$ cat config.mk
export PLATFORM = sky130hd
export DESIGN_NAME = mshr_file
export DESIGN_NICKNAME = d
export VERILOG_FILES = /design/src/rtl/mshr_pkg.sv /design/src/rtl/mshr_entry.sv /design/src/rtl/mshr_file.sv
export SDC_FILE = /design/constraint.sdc
export NUM_CORES = 2
export LEC_CHECK = 0
export BUFFER_PORTS_ARGS = -buffer_cell sky130_fd_sc_hd__buf_4
export CORE_MARGIN = 2
export CORE_UTILIZATION = 61
export CTS_BUF_LIST = sky130_fd_sc_hd__clkbuf_4
export DETAILED_ROUTE_END_ITERATION = 16
export PLACE_DENSITY = 0.81
export SLEW_MARGIN = 40
export SYNTH_ARGS = -nofsm -noshare
export SYNTH_HDL_FRONTEND = slang
export SYNTH_SLANG_ARGS = --single-unit
$ cat constraint.sdc
create_clock -name clk -period 3.2 [get_ports clk]
set_input_delay 0.32 -clock clk [delete_from_list [all_inputs] [get_ports clk]]
set_output_delay 0.32 -clock clk [all_outputs]
set_load 0.005 [all_outputs]
$ cat src/rtl/mshr_pkg.sv
// rtl/mshr_pkg.sv - shared types and helpers for the MSHR file
// Contents:
//   entry_state_t : per-entry lifecycle FREE -> PEND -> WAIT -> READY -> FREE
//   clog2()       : constant-safe ceiling log2 for derived widths
package mshr_pkg;

    typedef enum logic [1:0] {
        ST_FREE  = 2'd0,
        ST_PEND  = 2'd1,
        ST_WAIT  = 2'd2,
        ST_READY = 2'd3
    } entry_state_t;

    function automatic int clog2(input int n);
        int r;
        r = 0;
        for (int i = 0; i < 31; i++) begin
            if ((1 << i) < n) r = i + 1;
        end
        return r;
    endfunction

endpackage

$ cat src/rtl/mshr_entry.sv
// rtl/mshr_entry.sv - one MSHR entry: lifecycle FSM plus tag, miss count and line data
// Ports:
//   clk, rst       : clock, synchronous active-high reset
//   alloc          : claim this FREE entry for alloc_tag (cnt starts at 1)
//   merge          : secondary miss to this entry's line (cnt+1, saturating)
//   req_fire       : memory request for this entry handshaked (PEND -> WAIT)
//   refill         : refill beat for this entry, refill_data captured (WAIT -> READY)
//   deliver        : line handed to the cache (READY -> FREE)
//   state/tag/cnt/data : registered entry contents
module mshr_entry
    import mshr_pkg::*;
#(
    parameter int TAG_W   = 28,
    parameter int LINE_W  = 128,
    parameter int MAX_TGT = 4,
    parameter int CNT_W   = 3
) (
    input  logic              clk,
    input  logic              rst,
    input  logic              alloc,
    input  logic              merge,
    input  logic              req_fire,
    input  logic              refill,
    input  logic              deliver,
    input  logic [TAG_W-1:0]  alloc_tag,
    input  logic [LINE_W-1:0] refill_data,
    output entry_state_t      state,
    output logic [TAG_W-1:0]  tag,
    output logic [CNT_W-1:0]  cnt,
    output logic [LINE_W-1:0] data
);

    always_ff @(posedge clk) begin
        if (rst) begin
            state <= ST_FREE;
            tag   <= '0;
            cnt   <= '0;
            data  <= '0;
        end else begin
            case (state)
                ST_FREE: if (alloc) begin
                    state <= ST_PEND;
                    tag   <= alloc_tag;
                    cnt   <= CNT_W'(1);
                end
                ST_PEND:  if (req_fire) state <= ST_WAIT;
                ST_WAIT:  if (refill) begin
                    state <= ST_READY;
                    data  <= refill_data;
                end
                ST_READY: if (deliver) begin
                    state <= ST_FREE;
                    cnt   <= '0;
                end
                default:  state <= ST_FREE;
            endcase
            // Merges may coincide with the request handshake or the refill; the
            // state transition above never touches cnt in PEND/WAIT, so both apply.
            if (merge && (state == ST_PEND || state == ST_WAIT) && cnt < CNT_W'(MAX_TGT))
                cnt <= cnt + 1'b1;
        end
    end

endmodule

$ cat src/rtl/mshr_file.sv
// rtl/mshr_file.sv - miss-status holding register file between L1 cache and memory
// Ports:
//   miss_*        : miss request in (valid/ready, byte address)
//   mem_req_*     : one read request per line out (valid/ready, line address, entry id)
//   mem_resp_*    : refill beat in (always accepted, entry id, line data)
//   cache_resp_*  : refilled line out (valid/ready, line address, data, merged miss count)
//   full_o        : no FREE entry
//   proto_err_o   : one-cycle pulse after a refill to an entry not in WAIT
module mshr_file
    import mshr_pkg::*;
#(
    parameter int ENTRIES  = 4,
    parameter int ADDR_W   = 32,
    parameter int OFFSET_W = 4,
    parameter int LINE_W   = 128,
    parameter int MAX_TGT  = 4,
    parameter int IDX_W    = clog2(ENTRIES),
    parameter int CNT_W    = clog2(MAX_TGT + 1)
) (
    input  logic              clk,
    input  logic              rst,
    input  logic              miss_valid_i,
    output logic              miss_ready_o,
    input  logic [ADDR_W-1:0] miss_addr_i,
    output logic              mem_req_valid_o,
    input  logic              mem_req_ready_i,
    output logic [ADDR_W-1:0] mem_req_addr_o,
    output logic [IDX_W-1:0]  mem_req_id_o,
    input  logic              mem_resp_valid_i,
    input  logic [IDX_W-1:0]  mem_resp_id_i,
    input  logic [LINE_W-1:0] mem_resp_data_i,
    output logic              cache_resp_valid_o,
    input  logic              cache_resp_ready_i,
    output logic [ADDR_W-1:0] cache_resp_addr_o,
    output logic [LINE_W-1:0] cache_resp_data_o,
    output logic [CNT_W-1:0]  cache_resp_cnt_o,
    output logic              full_o,
    output logic              proto_err_o
);

    localparam int TAG_W = ADDR_W - OFFSET_W;

    entry_state_t      st   [ENTRIES];
    logic [TAG_W-1:0]  tags [ENTRIES];
    logic [CNT_W-1:0]  cnts [ENTRIES];
    logic [LINE_W-1:0] datas[ENTRIES];

    logic [ENTRIES-1:0] alloc, merge, req_fire, refill, deliver;

    logic [TAG_W-1:0] miss_tag;
    logic             unused_offset;
    assign miss_tag      = miss_addr_i[ADDR_W-1:OFFSET_W];
    assign unused_offset = ^miss_addr_i[OFFSET_W-1:0];

    logic             hit_act, hit_rdy, free_any, pend_any, rdy_any, resp_ok;
    logic [IDX_W-1:0] hit_idx, free_idx, pend_idx, rdy_idx;

    // Tags are unique among live entries (a matching miss never allocates),
    // so at most one entry can hit. Descending scan leaves the lowest index.
    always_comb begin
        hit_act  = 1'b0;
        hit_rdy  = 1'b0;
        hit_idx  = '0;
        free_any = 1'b0;
        free_idx = '0;
        pend_any = 1'b0;
        pend_idx = '0;
        rdy_any  = 1'b0;
        rdy_idx  = '0;
        resp_ok  = 1'b0;
        for (int i = ENTRIES - 1; i >= 0; i--) begin
            if (st[i] != ST_FREE && tags[i] == miss_tag) begin
                hit_idx = IDX_W'(i);
                if (st[i] == ST_READY) hit_rdy = 1'b1;
                else                   hit_act = 1'b1;
            end
            if (st[i] == ST_FREE)  begin free_any = 1'b1; free_idx = IDX_W'(i); end
            if (st[i] == ST_PEND)  begin pend_any = 1'b1; pend_idx = IDX_W'(i); end
            if (st[i] == ST_READY) begin rdy_any  = 1'b1; rdy_idx  = IDX_W'(i); end
            if (mem_resp_id_i == IDX_W'(i) && st[i] == ST_WAIT) resp_ok = 1'b1;
        end
    end

    assign miss_ready_o = hit_act ? (cnts[hit_idx] < CNT_W'(MAX_TGT)) : (!hit_rdy && free_any);

    // Once an output is offered and stalled, keep offering the same entry so
    // address/id stay stable until the handshake even if a lower index qualifies.
    logic             req_locked, rsp_locked;
    logic [IDX_W-1:0] req_lock_idx, rsp_lock_idx;
    logic [IDX_W-1:0] req_idx, rsp_idx;

    assign req_idx            = req_locked ? req_lock_idx : pend_idx;
    assign rsp_idx            = rsp_locked ? rsp_lock_idx : rdy_idx;
    assign mem_req_valid_o    = req_locked || pend_any;
    assign cache_resp_valid_o = rsp_locked || rdy_any;

    assign mem_req_addr_o    = mem_req_valid_o ? {tags[req_idx], {OFFSET_W{1'b0}}} : '0;
    assign mem_req_id_o      = mem_req_valid_o ? req_idx : '0;
    assign cache_resp_addr_o = cache_resp_valid_o ? {tags[rsp_idx], {OFFSET_W{1'b0}}} : '0;
    assign cache_resp_data_o = cache_resp_valid_o ? datas[rsp_idx] : '0;
    assign cache_resp_cnt_o  = cache_resp_valid_o ? cnts[rsp_idx] : '0;
    assign full_o            = !free_any;

    always_comb begin
        alloc   = '0;
        merge   = '0;
        req_fire = '0;
        refill  = '0;
        deliver = '0;
        for (int i = 0; i < ENTRIES; i++) begin
            alloc[i]    = miss_valid_i && miss_ready_o && !hit_act && free_idx == IDX_W'(i);
            merge[i]    = miss_valid_i && miss_ready_o && hit_act && hit_idx == IDX_W'(i);
            req_fire[i] = mem_req_valid_o && mem_req_ready_i && req_idx == IDX_W'(i);
            refill[i]   = mem_resp_valid_i && resp_ok && mem_resp_id_i == IDX_W'(i);
            deliver[i]  = cache_resp_valid_o && cache_resp_ready_i && rsp_idx == IDX_W'(i);
        end
    end

    always_ff @(posedge clk) begin
        if (rst) begin
            req_locked   <= 1'b0;
            req_lock_idx <= '0;
            rsp_locked   <= 1'b0;
            rsp_lock_idx <= '0;
            proto_err_o  <= 1'b0;
        end else begin
            req_locked   <= mem_req_valid_o && !mem_req_ready_i;
            req_lock_idx <= req_idx;
            rsp_locked   <= cache_resp_valid_o && !cache_resp_ready_i;
            rsp_lock_idx <= rsp_idx;
            proto_err_o  <= mem_resp_valid_i && !resp_ok;
        end
    end

    for (genvar g = 0; g < ENTRIES; g++) begin : g_entry
        mshr_entry #(
            .TAG_W   (TAG_W),
            .LINE_W  (LINE_W),
            .MAX_TGT (MAX_TGT),
            .CNT_W   (CNT_W)
        ) u_entry (
            .clk         (clk),
            .rst         (rst),
            .alloc       (alloc[g]),
            .merge       (merge[g]),
            .req_fire    (req_fire[g]),
            .refill      (refill[g]),
            .deliver     (deliver[g]),
            .alloc_tag   (miss_tag),
            .refill_data (mem_resp_data_i),
            .state       (st[g]),
            .tag         (tags[g]),
            .cnt         (cnts[g]),
            .data        (datas[g])
        );
    end

endmodule
==> reports/summary.txt <==
CTS root buffer: clkbuf_4
Top Layer Used: met5
dpl cells: 4306
clk_lat worst skew: 1.06 ns
initial DRC count: 4281
crit path DAT: 4.13 ns
RSZ-0062 raised after global routing: yes
Post-synth top cells: 1125 x nand2_1, 651 x dfxtp_1, 580 x a21oi_1
PD cells: 526 nW/um^2
Max Fclk: 225 MHz
Pre-Repair DR Iteration Count: 7
Reg clk slew, reported paths: 0.06 ns
delay-heaviest family, CP: XOR/XNOR gates
Mapped Area: 30400 um^2
synthesized instance count: 3507
hold_ws: 0.0943 ns
Slew Viols, Final: 0
design area: 40400 um^2
sequential area share after synthesis: 0.429
highest ir drop seen on vdd: 483 uV
CTS Sinks: 651
GRT Total Usage: 0.366
grt total ovfl: 0
top cells by area, synth: dfxtp_1 43%, mux4_2 14%, nand2_1 14%
count leader, synth: nand2_1
failing checks: negative setup slack
dpl ws: 0.200 ns
crit path capture type: output pin
combinational share of power: 0.263
Net Sw Frac: 0.331
final hold viol count: 0
status: complete, but fails checks
Seq pwr share: 0.416
synthesized area per cell: 8.66 um^2
minimum clock period: 4.45 ns
Buf+Inv Stages, Crit Path: 2
CTS tree: built
Inserted Clock Buffers: 166
startpoint types: flip-flop
total I/O pin count: 370
Final Net Count: 4285
largest net degree at the start of global routing: 133
Sw Pwr: 7.03 mW
die area: 51600 um^2
first-pass GRT wire length: 148000 um
Placed Area: 33600 um^2
Ys Warns: 0
met2 WL: 51100 um
Final Setup Violations: 305
H-tree depth: 4
Post-Layout Cell Count: 4860
RD Place Congestion: 0.922
M1 WL: 37900 um
clock share of power: 0.322
height of the chip: 227 um
critical path class: reg -> out
Max Cap Violations: 0
Hold Crit Class: in -> reg
Antenna Nets Post-Route: 0
actual slew at the worst max-slew pin: 1.30 ns
residual DRC count: 0
Die Wd: 227 um
Initial Utilization: 0.619
CP peak stage delay: 1.03 ns
Synth area leader: dfxtp_1
Yosys reg bits: 651
Post-synth top flop: dfxtp_1
Layout area overhead: 33.0%
total length of routed met3 wires: 15300 um
Synth top area share: 0.429
clk buf depth: 3
Fin Clk Skew: 0.0628 ns
EDFF count, synth: 0
Cell Rows: 81
LEAKAGE: 15.6 nW
final setup margin: -1.25 ns
final WL: 112000 um
core area: 49100 um^2
synth unique cells: 76
Critical Path RT: 2.88 ns
Detailed Place HPWL: 53300 um
number of I/O port buffers: 357
initial antenna violation count: 9
ys async rst share: 0
layout cells sized above 1: 0.299
vias in the first global route: 28400
internal power: 14.2 mW
Period Utilization, post-route: 1.39
relative slew slack: 0.129
post-layout util: 0.824
crit path max fanout: 4
crit-path cells: xor2_1, nor3_2, nand4_1, nor3_2, buf_4, a22o_2, or2_2, o211ai_1, o31ai_2, buf_4
vias: 30400
Routed WL per cell: 23.0 um
vias per cell: 6.26
Crit-path slowest cell: xor2_1
[routing by layer]
metal | up-vias | track usage
met4 | 2 | 0.198
met5 | - | 0
li1 | 13100 | -
met2 | 2408 | 0.588
met3 | 686 | 0.100
met1 | 14200 | 0.450
[logic make-up (layout without fill, tap and decap cells)]
logic type	count (synthesis)	after routing	share of synthesized area
flip-flops	651	651	0.429
XOR/XNOR	108	108	0.0314
other	1	19	0.000123
multiplexers	247	247	0.159
AND/OR/NAND/NOR	1512	1512	0.212
AO/OA/AOI/OAI	634	634	0.112
buffers and inverters	334	1005	0.0489
adder cells (fa/ha/maj)	20	20	0.00824
[layout make-up]
| type | count | area [um^2] |
|---|---|---|
| Fill cell | 2595 | 8640 |
| Clock inverter | 28 | 159 |
| Inverter | 29 | 118 |
| Timing Repair Buffer | 720 | 7720 |
| Multi-Input combinational cell | 2529 | 16800 |
| Antenna cell | 11 | 27.5 |
| Sequential cell | 651 | 13100 |
| Tap cell | 664 | 831 |
| Clock buffer | 228 | 1710 |
[state kept, by name, summed over array words and instances, names as in the netlist]
| register | cells |
|---|---|
| g_entry.u_entry.tag | 112 |
| g_entry.u_entry.state | 8 |
| proto_err_o | 1 |
| g_entry.u_entry.data | 512 |
| g_entry.u_entry.cnt | 12 |
| req_locked | 1 |
| rsp_lock_idx | 2 |
| rsp_locked | 1 |
| req_lock_idx | 2 |
[per-stage QoR]
step | TNS, ns | power, mW
4_1_cts | -78.04 | 20.0
5_1_grt | -94.11 | 21.9
6_report | -85.43 | 21.3
3_3_place_gp | 0 | 12.9
3_5_place_dp | 0 | 13.0
2_1_floorplan | 0 | 11.5
[placed cells by master (no fill, tap or decap), types with 7 or more instances in the layout]
master | Yosys | layout
inv_1 | 29 | 22
ha_4 | 0 | 7
diode_2 | 0 | 11
dfxtp_1 | 651 | 631
nand2_1 | 1125 | 1125
buf_8 | 2 | 13
nor2_1 | 76 | 72
mux4_2 | 188 | 188
ha_1 | 20 | 11
inv_2 | 0 | 9
clkinv_1 | 0 | 13
nor4_1 | 17 | 7
buf_16 | 0 | 7
xnor2_1 | 28 | 27
conb_1 | 1 | 8
and2_1 | 188 | 10
nand3_1 | 38 | 35
xor2_1 | 79 | 75
clkbuf_4 | 0 | 228
buf_12 | 0 | 48
mux2i_1 | 59 | 59
dfxtp_2 | 0 | 14
nand4_1 | 12 | 12
buf_6 | 10 | 199
nand2b_1 | 8 | 8
buf_4 | 19 | 264
nor4_2 | 3 | 10
nor3_1 | 19 | 14
a21oi_1 | 580 | 578
clkbuf_16 | 0 | 17
and2_4 | 0 | 178
dlygate4sd3_1 | 0 | 172
[worst paths after layout]
path                                             startpoint                                   endpoint  slack (ns)  cells after the start
setup / recovery     g_entry[2].u_entry.tag[8]$_SDFFE_PP0P_                               miss_ready_o       -1.25                     10
hold / removal                          mem_resp_data_i[37]   g_entry[2].u_entry.data[37]$_SDFFE_PP0P_        0.09                      4
setup reg to reg     g_entry[2].u_entry.tag[8]$_SDFFE_PP0P_     g_entry[0].u_entry.tag[9]$_SDFFE_PP0P_       -0.27                     10
hold reg to reg   g_entry[0].u_entry.data[120]$_SDFFE_PP0P_  g_entry[0].u_entry.data[120]$_SDFFE_PP0P_        0.45                      2
[worst register-to-register path: stages (launching register included)]
cell	delay (ns)
dfxtp_1	0.39
xor2_1	1.03
nor3_2	0.14
nand4_1	0.27
or3_4	0.19
buf_4	0.14
and4_4	0.44
nand2_2	0.11
buf_4	0.24
nand2_1	0.25
a21oi_1	0.15
[power by group through the flow]
stage | Combinational, mW | Clock (mW) | Sequential, mW
5_1_grt | 5.73 | 7.30 | 8.87
6_report | 5.59 | 6.84 | 8.84
2_1_floorplan | 2.64 | 0 | 8.83
3_3_place_gp | 4.03 | 0 | 8.91
3_5_place_dp | 4.10 | 0 | 8.93
4_1_cts | 4.45 | 6.77 | 8.77
[timing repair]
item / CTS / global route
setup endpoints to repair: 189 / 190
pin swaps: 20 / 16
buffers inserted: 31 / 60
resized for setup: 85 / 443
hold endpoints to repair: 648 / 0
gates cloned: 4 / 23
hold buffers: 172 / 0
No activity file was read; power rests on OpenSTA's default activity.
